File: src/rtl/ex_div_sequencer.sv
// EX-stage sequencer for RV32M DIV/DIVU/REM/REMU: one restoring iteration per cycle,
// stalls the pipeline while busy and presents the sign-corrected result in DONE.
module ex_div_sequencer #(
  parameter int XLEN  = 32,
  parameter int CNT_W = $clog2(XLEN)
) (
  input  logic            clk,
  input  logic            rst,
  input  logic            div_req,
  input  logic [1:0]      div_opcode,
  input  logic [XLEN-1:0] dividend,
  input  logic [XLEN-1:0] divisor,
  input  logic            ex_flush,
  input  logic            pipe_hold,
  output logic            div_stall,
  output logic            div_done,
  output logic [XLEN-1:0] div_result
);

  typedef enum logic [1:0] {IDLE, CALC, DONE} state_t;

  state_t state, state_nxt;

  logic [XLEN-1:0]  rem_q, quo_q, dvs_q;
  logic [CNT_W-1:0] cnt_q;
  logic             neg_quo_q, neg_rem_q, sel_rem_q;

  logic            is_signed, dvd_neg, dvs_neg, div_zero, overflow, special, start;
  logic [XLEN-1:0] dvd_abs, dvs_abs;
  logic [XLEN:0]   shifted, trial;
  logic            fits;
  logic [XLEN-1:0] quo_fix, rem_fix;

  assign is_signed = ~div_opcode[0];
  assign dvd_neg   = is_signed & dividend[XLEN-1];
  assign dvs_neg   = is_signed & divisor[XLEN-1];
  assign dvd_abs   = dvd_neg ? -dividend : dividend;
  assign dvs_abs   = dvs_neg ? -divisor : divisor;
  assign div_zero  = (divisor == '0);
  assign overflow  = is_signed & (dividend == {1'b1, {(XLEN-1){1'b0}}}) & (divisor == '1);
  assign special   = div_zero | overflow;
  assign start     = div_req & ~ex_flush;

  // Partial remainder carries one extra bit so divisors >= 2^(XLEN-1) still compare correctly;
  // the top bit of the difference is the borrow.
  assign shifted = {rem_q, quo_q[XLEN-1]};
  assign trial   = shifted - {1'b0, dvs_q};
  assign fits    = ~trial[XLEN];

  always_comb begin
    state_nxt = state;
    case (state)
      IDLE:    if (start) state_nxt = special ? DONE : CALC;
      CALC:    if (cnt_q == '0) state_nxt = DONE;
      DONE:    if (!pipe_hold) state_nxt = IDLE;
      default: state_nxt = IDLE;
    endcase
    if (ex_flush) state_nxt = IDLE;
  end

  always_ff @(posedge clk or posedge rst) begin
    if (rst) state <= IDLE;
    else     state <= state_nxt;
  end

  // Special cases store their final values directly with the fixup flags cleared.
  always_ff @(posedge clk or posedge rst) begin
    if (rst) begin
      rem_q     <= '0;
      quo_q     <= '0;
      dvs_q     <= '0;
      cnt_q     <= '0;
      neg_quo_q <= 1'b0;
      neg_rem_q <= 1'b0;
      sel_rem_q <= 1'b0;
    end else begin
      case (state)
        IDLE: begin
          if (start) begin
            sel_rem_q <= div_opcode[1];
            if (special) begin
              quo_q     <= div_zero ? '1 : dividend;
              rem_q     <= div_zero ? dividend : '0;
              neg_quo_q <= 1'b0;
              neg_rem_q <= 1'b0;
            end else begin
              quo_q     <= dvd_abs;
              rem_q     <= '0;
              dvs_q     <= dvs_abs;
              neg_quo_q <= dvd_neg ^ dvs_neg;
              neg_rem_q <= dvd_neg;
              cnt_q     <= CNT_W'(XLEN-1);
            end
          end
        end
        CALC: begin
          rem_q <= fits ? trial[XLEN-1:0] : shifted[XLEN-1:0];
          quo_q <= {quo_q[XLEN-2:0], fits};
          if (cnt_q != '0) cnt_q <= cnt_q - CNT_W'(1);
        end
        default: ;
      endcase
    end
  end

  assign quo_fix = neg_quo_q ? -quo_q : quo_q;
  assign rem_fix = neg_rem_q ? -rem_q : rem_q;

  assign div_stall  = div_req & (state != DONE) & ~ex_flush;
  assign div_done   = (state == DONE);
  assign div_result = (state == DONE) ? (sel_rem_q ? rem_fix : quo_fix) : '0;

endmodule

File: config.mk
export PLATFORM = sky130hd
export DESIGN_NAME = ex_div_sequencer
export DESIGN_NICKNAME = d
export VERILOG_FILES = /design/src/rtl/ex_div_sequencer.sv
export SDC_FILE = /design/constraint.sdc
export NUM_CORES = 1
export LEC_CHECK = 0
export BUFFER_PORTS_ARGS = -buffer_cell sky130_fd_sc_hd__buf_2
export CAP_MARGIN = 10
export CORE_MARGIN = 2
export CORE_UTILIZATION = 52
export CTS_CLUSTER_DIAMETER = 40
export CTS_CLUSTER_SIZE = 24
export DETAILED_ROUTE_END_ITERATION = 16
export PLACE_DENSITY = 0.72
export REMOVE_ABC_BUFFERS = 1
export SYNTH_ARGS = -nofsm -noshare
export SYNTH_HDL_FRONTEND = slang
export SYNTH_SLANG_ARGS = --single-unit
File: constraint.sdc
create_clock -name clk -period 4.75 [get_ports clk]
set_clock_uncertainty 0.15 [all_clocks]
set_input_delay 0.475 -clock clk [delete_from_list [all_inputs] [get_ports clk]]
set_output_delay 0.475 -clock clk [all_outputs]
set_load 0.005 [all_outputs]
==> key figures, run 1 <==
Clock network
  • Clk root buf: clkbuf_16
  • Post CTS Setup Buffer Count: 0
  • # resized after CTS: 0
  • CTS HTree Levels: 3
  • Reg clk slew, reported paths: 70 ps
  • CTS Buf Count: 9
  • CTS tree: done
  • Hold Buf Count CTS: 0
  • CTS max path bufs: 2
  • Clock Latency Late Sink: 370 ps
  • Number of clock sinks: 106

Synth
  • Seq/Total Area, Yosys: 0.276
  • Mapped Avg Cell Area: 7.70 um2
  • Ys flop type: dfrtp_1
  • Post-Synthesis Cells: 1,248
  • Yosys warning count: 0
  • Synth cell types: 60
  • Synth top area share: 0.276
  • Post-synth EDFFs: 0
  • Biggest area consumer among synthesized cells: dfrtp_1
  • Synth Register Bits: 106
  • Ys async rst share: 1.00
  • Cell Area, Synth: 9610 um2
  • Dominant cells by area after synthesis: dfrtp_1 28%, xnor2_1 6.9%, xor2_1 6.2%, a21oi_1 5.8%, ha_1 5.1%

Critical path
  • CP Capture Point: div_result[29]
  • Reg2reg end: rem_q[11]
  • CP max FO: 7
  • Worst reg2reg path depth: 13
  • Crit path kind: reg2out
  • Max incr delay on CP: 570 ps
  • Crit-path cells: or4_4 -> or3_2 -> or4_1 -> or3_1 -> o21ai_1 -> nand2_1 -> xnor2_1 -> o211ai_1 -> buf_2
  • CP startpoint: quo_q[3]
  • Reg-to-reg slack, setup: 1010 ps
  • Startpoint Class: register
  • Slowest CP cell: or4_4
  • CP arrival: 3730 ps
  • Critical Path End Type: primary output
  • CP required: 4120 ps
  • R2R Path Start: quo_q[31]

Global route
  • GR Overflow Total: 0
  • All-Layer GR Usage: 0.274
  • Initial antenna violation count: 0
  • Vias in the first global route: 8,357
  • Largest net degree at the start of global routing: 71
  • First-pass GRT wire length: 43,800 um

Finish
  • Antenna cells: 0
  • FF/Latch Area: 2650 um2
  • Layout cell share with drive strength beyond 1: 0.120
  • Footprint of the multi-input gates: 6510 um2
  • Most frequent cells in the layout: 122 x nand2_1, 111 x a21oi_1, 106 x dfrtp_1
  • Area growth, synth to finish: 10.1%
  • Fillers: 1,707
  • Most common cell after layout, fill and taps aside: nand2_1
  • Nets: 1,417

Worst hold path
  • Hold WC Path Type: in2reg

Run
  • Max-cap viol count: 0

Placement
  • Port Buf Inserts: 104
  • Post-DP HPWL: 20,300 um
  • Final GP Congestion: 0.898
  • Post-Place Setup Slack: 809 ps

Power and ir drop
  • P_int: 3.20 mW
  • PwrDens: 585 nW/um2
  • Max rail drop VDD: 0.350 mV
  • Sw Ratio: 0.482
  • Gate power share: 0.567
  • Clk pwr share: 0.129
  • Sequential Power Share: 0.304
  • Tot Pwr: 6.19 mW
  • Leak pwr: 4.52 nW
  • P_sw: 2.98 mW

STA
  • Final setup viols: 0
  • RSZ-0062 raised after global routing: no
  • Final min period: 4350 ps
  • Slew HR: 0.307
  • Final Hold Fails: 0
  • Period utilization: 0.916
  • Highest clock rate: 0.230 GHz
  • Setup ws final: 400 ps
  • Slew Viols, Final: 0
  • Least-Margin Pin Slew: 1040 ps

Status
  • Status: completed

Drt
  • DRT Pass-1 Iters: 5
  • Total Wirelength: 26,900 um
  • Detailed-route vias per instance: 6.11
  • Final ANT Viol Nets: 0
  • DRT iter0 DRCs: 920
  • WL/cell: 17.5 um
  • Post-route DRC: 0
  • Via Count: 9,400

Floorplanning
  • Die W: 140 um
  • Initial Util: 0.533
  • Die extent in y: 140 um
  • Core area: 18,000 um2
  • IO Pins: 105
  • Row cnt: 49
  • Die area: 19,600 um2
kinds of logic after synthesis:
logic type	after synthesis	synth area share
flops	106	0.276
mux	13	0.0135
buf+inv	122	0.0478
compound gates	388	0.260
fa+ha+maj	40	0.0529
simple gates	435	0.219
xor+xnor	144	0.131
layout make-up:
type                       instances  area share
tap                              229      0.0271
timing repair buffer             118      0.0592
multi-input combinational       1020       0.616
clock buffer                      11      0.0239
sequential                       106       0.251
inverter                          51      0.0183
clock inverter                     4     0.00485
worst min path at each step:
stage                   start         to  slack (ps)  cells after the start
floorplan           dvs_q[21]  dvs_q[21]         300                      2
global placement    dvs_q[27]  dvs_q[27]         310                      2
CTS                  ex_flush   state[1]         130                      2
global route         ex_flush   state[1]         130                      2
detailed placement  dvs_q[27]  dvs_q[27]         320                      2
finish               ex_flush   state[1]         130                      2
worst max-delay path: cells and delay by family (launching register included):
| family | cells | cell delay (ps) |
|---|---|---|
| AO/OA/AOI/OAI | 2 | 480 |
| XOR/XNOR | 1 | 140 |
| buffers and inverters | 1 | 150 |
| flip-flops | 1 | 460 |
| AND/OR/NAND/NOR | 5 | 2130 |
state kept, by name, indices dropped and copies added (netlist names):
name and count:
cnt_q 5, dvs_q 32, neg_quo_q 1, neg_rem_q 1, quo_q 32, rem_q 32, sel_rem_q 1, state 2
routing by layer:
metal / vias to the layer above / wire, um / track usage
met3: 30 / 1760 / 0.0321
met5: - / 0 / 0
met2: 329 / 12000 / 0.426
met1: 4370 / 12700 / 0.408
li1: 4671 / - / -
met4: 0 / 427 / 0.0705
synth_stat cells, drive strengths merged, types with 2 or more instances:
library cell	count
a211oi	33
a21boi	3
a21o	11
a21oi	111
a221o	11
a31oi	17
a41oi	2
and2	5
and3	17
buf	14
clkbuf	57
dfrtp	106
ha	39
inv	51
mux2i	13
nand2	123
nand2b	11
nand3	60
nand3b	3
nand4	14
nor2	102
nor2b	9
nor3	38
nor4	8
o2111ai	2
o211a	4
o211ai	6
o21a	5
o21ai	92
o21bai	2
o221a	6
o221ai	2
o22a	5
o22ai	13
o31a	2
o31ai	39
o41ai	18
or2	4
or3	18
or4	17
xnor2	76
xor2	68
power groups by stage:
stage / sequential [mW] / clock [mW] / combinational, mW
after detailed placement: 1.88 / 0 / 3.46
after CTS: 1.86 / 0.801 / 3.48
after global placement: 1.86 / 0 / 3.40
after global routing: 1.95 / 0.837 / 3.93
after floorplan: 1.71 / 0 / 2.69
final: 1.88 / 0.796 / 3.51
stage by stage:
step	cell area (um2)	util	hold slack, ps	setup TNS (ps)	std cells
6_report	10600	0.587	129	0	1539
5_1_grt	10600	0.587	134	0	1539
4_1_cts	10600	0.587	126	0	1539
3_5_place_dp	10300	0.570	321	0	1524
3_3_place_gp	10300	0.570	311	0	1524
2_1_floorplan	9340	-	300	-32830	1177
(Power assumes the default switching activity.)
==> run 2, diff against run 1 <==
--- a/config.mk
+++ b/config.mk
@@ -12,7 +12,7 @@
 export CTS_CLUSTER_DIAMETER = 40
 export CTS_CLUSTER_SIZE = 24
 export DETAILED_ROUTE_END_ITERATION = 16
-export PLACE_DENSITY = 0.72
+export PLACE_DENSITY = 0.69
 export REMOVE_ABC_BUFFERS = 1
 export SYNTH_ARGS = -nofsm -noshare
 export SYNTH_HDL_FRONTEND = slang
==> key figures, run 2 (synthesis gave the netlist of run 1 again) <==
Drt
  • DRT Pass-1 Iters: 5
  • Post-route DRC: 0
  • DRT iter0 DRCs: 850
  • Detailed-route vias per instance: 6.10
  • Final ANT Viol Nets: 0
  • Total Wirelength: 27,600 um
  • WL/cell: 17.9 um
  • Via Count: 9,403

Finish
  • Most common cell after layout, fill and taps aside: nand2_1
  • Antenna cells: 0
  • Biggest regs: dvs_q: 32 flops, quo_q: 32 flops, rem_q: 32 flops
  • Footprint of the multi-input gates: 6510 um2
  • FF/Latch Area: 2650 um2
  • Nets: 1,419
  • Area growth, synth to finish: 10.0%
  • Layout cell share with drive strength beyond 1: 0.121
  • Fillers: 1,737
  • Most frequent cells in the layout: 122 x nand2_1, 111 x a21oi_1, 106 x dfrtp_1

Clock network
  • Number of clock sinks: 106
  • Hold Buf Count CTS: 0
  • CTS Buf Count: 9
  • # resized after CTS: 0
  • CTS max path bufs: 2
  • Clk root buf: clkbuf_16
  • Post CTS Setup Buffer Count: 0
  • CTS tree: done
  • CTS HTree Levels: 3
  • Reg clk slew, reported paths: 80 ps
  • Clock Latency Late Sink: 360 ps

Placement
  • Post-DP HPWL: 20,500 um
  • Port Buf Inserts: 104
  • Final GP Congestion: 0.934

Global route
  • GR Overflow Total: 0
  • Vias in the first global route: 8,429
  • First-pass GRT wire length: 45,000 um
  • Largest net degree at the start of global routing: 76
  • Initial antenna violation count: 0
  • All-Layer GR Usage: 0.281

Floorplanning
  • Die extent in y: 140 um
  • Row cnt: 49
  • Die W: 140 um
  • Core area: 18,000 um2
  • IO Pins: 105
  • Die area: 19,600 um2
  • Initial Util: 0.533

STA
  • Highest clock rate: 0.229 GHz
  • Slew Viols, Final: 0
  • Setup TNS: 0 ps
  • Final min period: 4360 ps
  • Least-Margin Pin Slew: 1060 ps
  • RSZ-0062 raised after global routing: no
  • Final Hold Fails: 0
  • Slew HR: 0.291
  • Final setup viols: 0
  • Period utilization: 0.918

Power and ir drop
  • Tot Pwr: 6.16 mW
  • Max rail drop VDD: 0.259 mV
  • Leak pwr: 4.52 nW
  • Clk pwr share: 0.120
  • Gate power share: 0.571
  • P_int: 3.16 mW
  • P_sw: 3.00 mW
  • Sequential Power Share: 0.309
  • PwrDens: 583 nW/um2
  • Sw Ratio: 0.487

Run
  • Max-cap viol count: 0

Critical path
  • Crit path kind: reg2out
  • Critical Path End Type: primary output
  • CP arrival: 3740 ps
  • CP required: 4120 ps
  • Startpoint Class: register
  • CP max FO: 7

Worst hold path
  • Hold WC Path Type: in2async

Status
  • Status: completed
==> run 2: cell count changes in the layout (fill, tap and decap cells not counted), sizes merged <==
cell    previous run  this run
clkinv             2         3
clkbuf            11        12
buf              118       120
bufinv             1         0
==> run 2: worst paths after layout <==
| path | startpoint | slack (ps) | cells after the start | end |
|---|---|---|---|---|
| min in group clk | ex_flush | 150 | 2 | state[1] |
| worst min register to register | dvs_q[25] | 330 | 2 | dvs_q[25] |
| max in group asynchronous | rst | 3250 | 3 | quo_q[30] |
| worst max register to register | quo_q[31] | 1030 | 13 | rem_q[0] |
| worst max-delay path | quo_q[3] | 390 | 10 | div_result[31] |
| worst min-delay path | rst | 150 | 2 | sel_rem_q |
==> run 2: power groups by stage <==
| stage | Sequential (mW) | Combinational (mW) | Clock (mW) |
|---|---|---|---|
| 3_3_place_gp | 1.88 | 3.41 | 0 |
| 5_1_grt | 1.97 | 3.93 | 0.788 |
| 2_1_floorplan | 1.71 | 2.69 | 0 |
| 6_report | 1.90 | 3.51 | 0.742 |
| 4_1_cts | 1.87 | 3.48 | 0.750 |
| 3_5_place_dp | 1.89 | 3.45 | 0 |
==> run 2: routing by layer <==
metal | routed length, um | vias to the layer above | GRT usage
met5 | 0 | - | 0
met4 | 477 | 0 | 0.0663
met3 | 1810 | 37 | 0.0349
met2 | 12300 | 335 | 0.432
met1 | 13000 | 4352 | 0.424
li1 | - | 4679 | -
==> run 2: critical path: stages (launching register included) <==
cell and delay [ps]:
dfrtp_1 450, or4_4 560, or3_2 500, or4_1 470
or3_1 450, o21ai_1 350, nand2_1 120, xnor2_1 140
mux2i_1 130, nor2_1 50, buf_2 130
==> run 2: final cells by class <==
type / instances / share of cell area
multi-input combinational: 1020 / 0.616
sequential: 106 / 0.251
timing repair buffer: 120 / 0.0606
tap: 229 / 0.0271
clock buffer: 12 / 0.0243
inverter: 51 / 0.0184
clock inverter: 4 / 0.00249
==> run 2: stage by stage <==
| stage | area [um2] | setup WS [ps] | utilization | hold WS [ps] | std cells |
|---|---|---|---|---|---|
| after floorplan | 9340 | -1130 | - | 300 | 1177 |
| after global placement | 10300 | 852 | 0.571 | 313 | 1526 |
| after detailed placement | 10300 | 809 | 0.571 | 320 | 1526 |
| after CTS | 10600 | 403 | 0.586 | 135 | 1542 |
| after global routing | 10600 | 220 | 0.586 | 144 | 1542 |
| final | 10600 | 389 | 0.586 | 145 | 1542 |
==> run 3, diff against run 2 <==
--- a/config.mk
+++ b/config.mk
@@ -13,6 +13,7 @@
 export CTS_CLUSTER_SIZE = 24
 export DETAILED_ROUTE_END_ITERATION = 16
 export PLACE_DENSITY = 0.69
+export RECOVER_POWER = 100
 export REMOVE_ABC_BUFFERS = 1
 export SYNTH_ARGS = -nofsm -noshare
 export SYNTH_HDL_FRONTEND = slang
==> key figures, run 3 (synthesis gave the netlist of run 1 again) <==
STA
  • Final Hold Fails: 0
  • RSZ-0062 raised after global routing: no
  • Final setup viols: 0
  • Slew HR: -1.22
  • Final min period: 4440 ps
  • Least-Margin Pin Slew: 3310 ps
  • Highest clock rate: 0.225 GHz
  • Period utilization: 0.934
  • Worst hold slack: 144 ps
  • Slew Viols, Final: 133

Clock network
  • CTS tree: done
  • CTS max path bufs: 2
  • Number of clock sinks: 106
  • Reg clk slew, reported paths: 80 ps
  • Hold Buf Count CTS: 0
  • Clk root buf: clkbuf_16
  • CTS HTree Levels: 3
  • # resized after CTS: 0
  • Clock Latency Late Sink: 360 ps
  • CTS Buf Count: 9
  • Post CTS Setup Buffer Count: 0

Finish
  • Footprint of the multi-input gates: 6490 um2
  • Antenna cells: 0
  • FF/Latch Area: 2650 um2
  • Biggest regs: dvs_q: 32 flops, quo_q: 32 flops, rem_q: 32 flops
  • Most common cell after layout, fill and taps aside: nand2_1
  • Most frequent cells in the layout: 122 x nand2_1, 111 x a21oi_1, 106 x dfrtp_1
  • Nets: 1,419
  • Area growth, synth to finish: 9.29%
  • Post-Layout Inst Area: 10,500 um2
  • Layout cell share with drive strength beyond 1: 0.101
  • Post-Layout Cell Count: 1,542
  • Fillers: 1,756
  • Final core occ: 0.582

Global route
  • GR Overflow Total: 0
  • Met3 GRT Util: 0.0349
  • Initial antenna violation count: 0
  • All-Layer GR Usage: 0.281
  • Met1 Track Usage GR: 0.424
  • Met2 Use GR: 0.432
  • First-pass GRT wire length: 45,000 um
  • Largest net degree at the start of global routing: 76
  • Vias in the first global route: 8,429
  • Gr busiest metal: met2

Power and ir drop
  • Max rail drop VDD: 0.277 mV
  • Gate power share: 0.570
  • Clk pwr share: 0.121
  • Sw Ratio: 0.488
  • PwrDens: 585 nW/um2
  • P_sw: 3.00 mW
  • Leak pwr: 4.41 nW
  • Sequential Power Share: 0.309
  • P_int: 3.15 mW
  • Tot Pwr: 6.14 mW

Floorplanning
  • Row cnt: 49
  • IO Pins: 105
  • Die area: 19,600 um2
  • Die W: 140 um
  • Initial Util: 0.533
  • Core area: 18,000 um2
  • Die extent in y: 140 um

Placement
  • Placed instance count: 1,526
  • Post-DP HPWL: 20,500 um
  • Port Buf Inserts: 104
  • Final GP Congestion: 0.934
  • Post-DP Area: 10,300 um2

Critical path
  • R2R Path Start: quo_q[31]
  • CP max FO: 7
  • CP required: 4120 ps
  • CP arrival: 3810 ps
  • Reg2reg end: rem_q[0]
  • Worst reg2reg path depth: 13
  • Critical Path End Type: primary output
  • Startpoint Class: register
  • Reg-to-reg slack, setup: 690 ps
  • Crit path kind: reg2out

Drt
  • Total Wirelength: 27,600 um
  • WL/cell: 17.9 um
  • DRT Pass-1 Iters: 5
  • Detailed-route vias per instance: 6.06
  • Post-route DRC: 0
  • DRT iter0 DRCs: 834
  • Final ANT Viol Nets: 0
  • Via Count: 9,351

Run
  • Max-cap viol count: 2

Worst hold path
  • Hold EP: state[1]
  • Worst hold start: ex_flush
  • Worst Hold Path Cells: 2
  • Hold WC Path Type: in2reg

Status
  • Status: finished with violations
  • Failing checks: capacitance limit, slew limit
run 3: cell types whose count changed in the layout (fill, tap and decap cells not counted), sizes merged:
cell,previous run,this run
buf,120,85
clkbuf,12,47
clkinvlp,1,2
inv,51,50
run 3: metal layers:
layer,vias up,part of all wire
met5,-,0
met1,4307,0.48
met4,0,0.017
met3,36,0.063
li1,4680,-
met2,328,0.44
run 3: cell type report:
class | instances | share of cell area
multi-input cells | 1020 | 0.618
flip-flops and latches | 106 | 0.253
repair buffers | 120 | 0.0566
well taps | 229 | 0.0273
clock buffers | 12 | 0.0244
inverters | 51 | 0.0184
clock inverters | 4 | 0.00250
run 3: worst max-delay path, stage by stage (launching register included):
cell      delay [ps]
dfrtp_1          450
or4_1            580
or3_2            510
or4_1            480
or3_1            440
o21ai_1          370
nand2_1          120
xnor2_1          140
mux2i_1          140
nor2_1            60
clkbuf_1         150
run 3: per-stage QoR:
step | setup TNS [ps] | setup WS (ps)
finish | 0 | 311
global route | 0 | 180
CTS | 0 | 403
detailed placement | 0 | 809
global placement | 0 | 852
floorplan | -32830 | -1130
run 3: worst max path at each step:
stage	from	end	slack [ps]	cells after the start
global placement	quo_q[3]	div_result[31]	850	10
finish	quo_q[3]	div_result[31]	310	10
detailed placement	quo_q[3]	div_result[21]	810	9
global route	quo_q[3]	div_result[30]	180	9
floorplan	ex_flush	dvs_q[1]	-1130	5
CTS	quo_q[3]	div_result[31]	400	10
run 3: power by group through the flow:
stage	clock [mW]	combinational, mW	sequential (mW)
floorplan	0	2.69	1.71
global placement	0	3.41	1.88
detailed placement	0	3.45	1.89
CTS	0.750	3.48	1.87
global route	0.788	3.91	1.96
finish	0.745	3.50	1.90
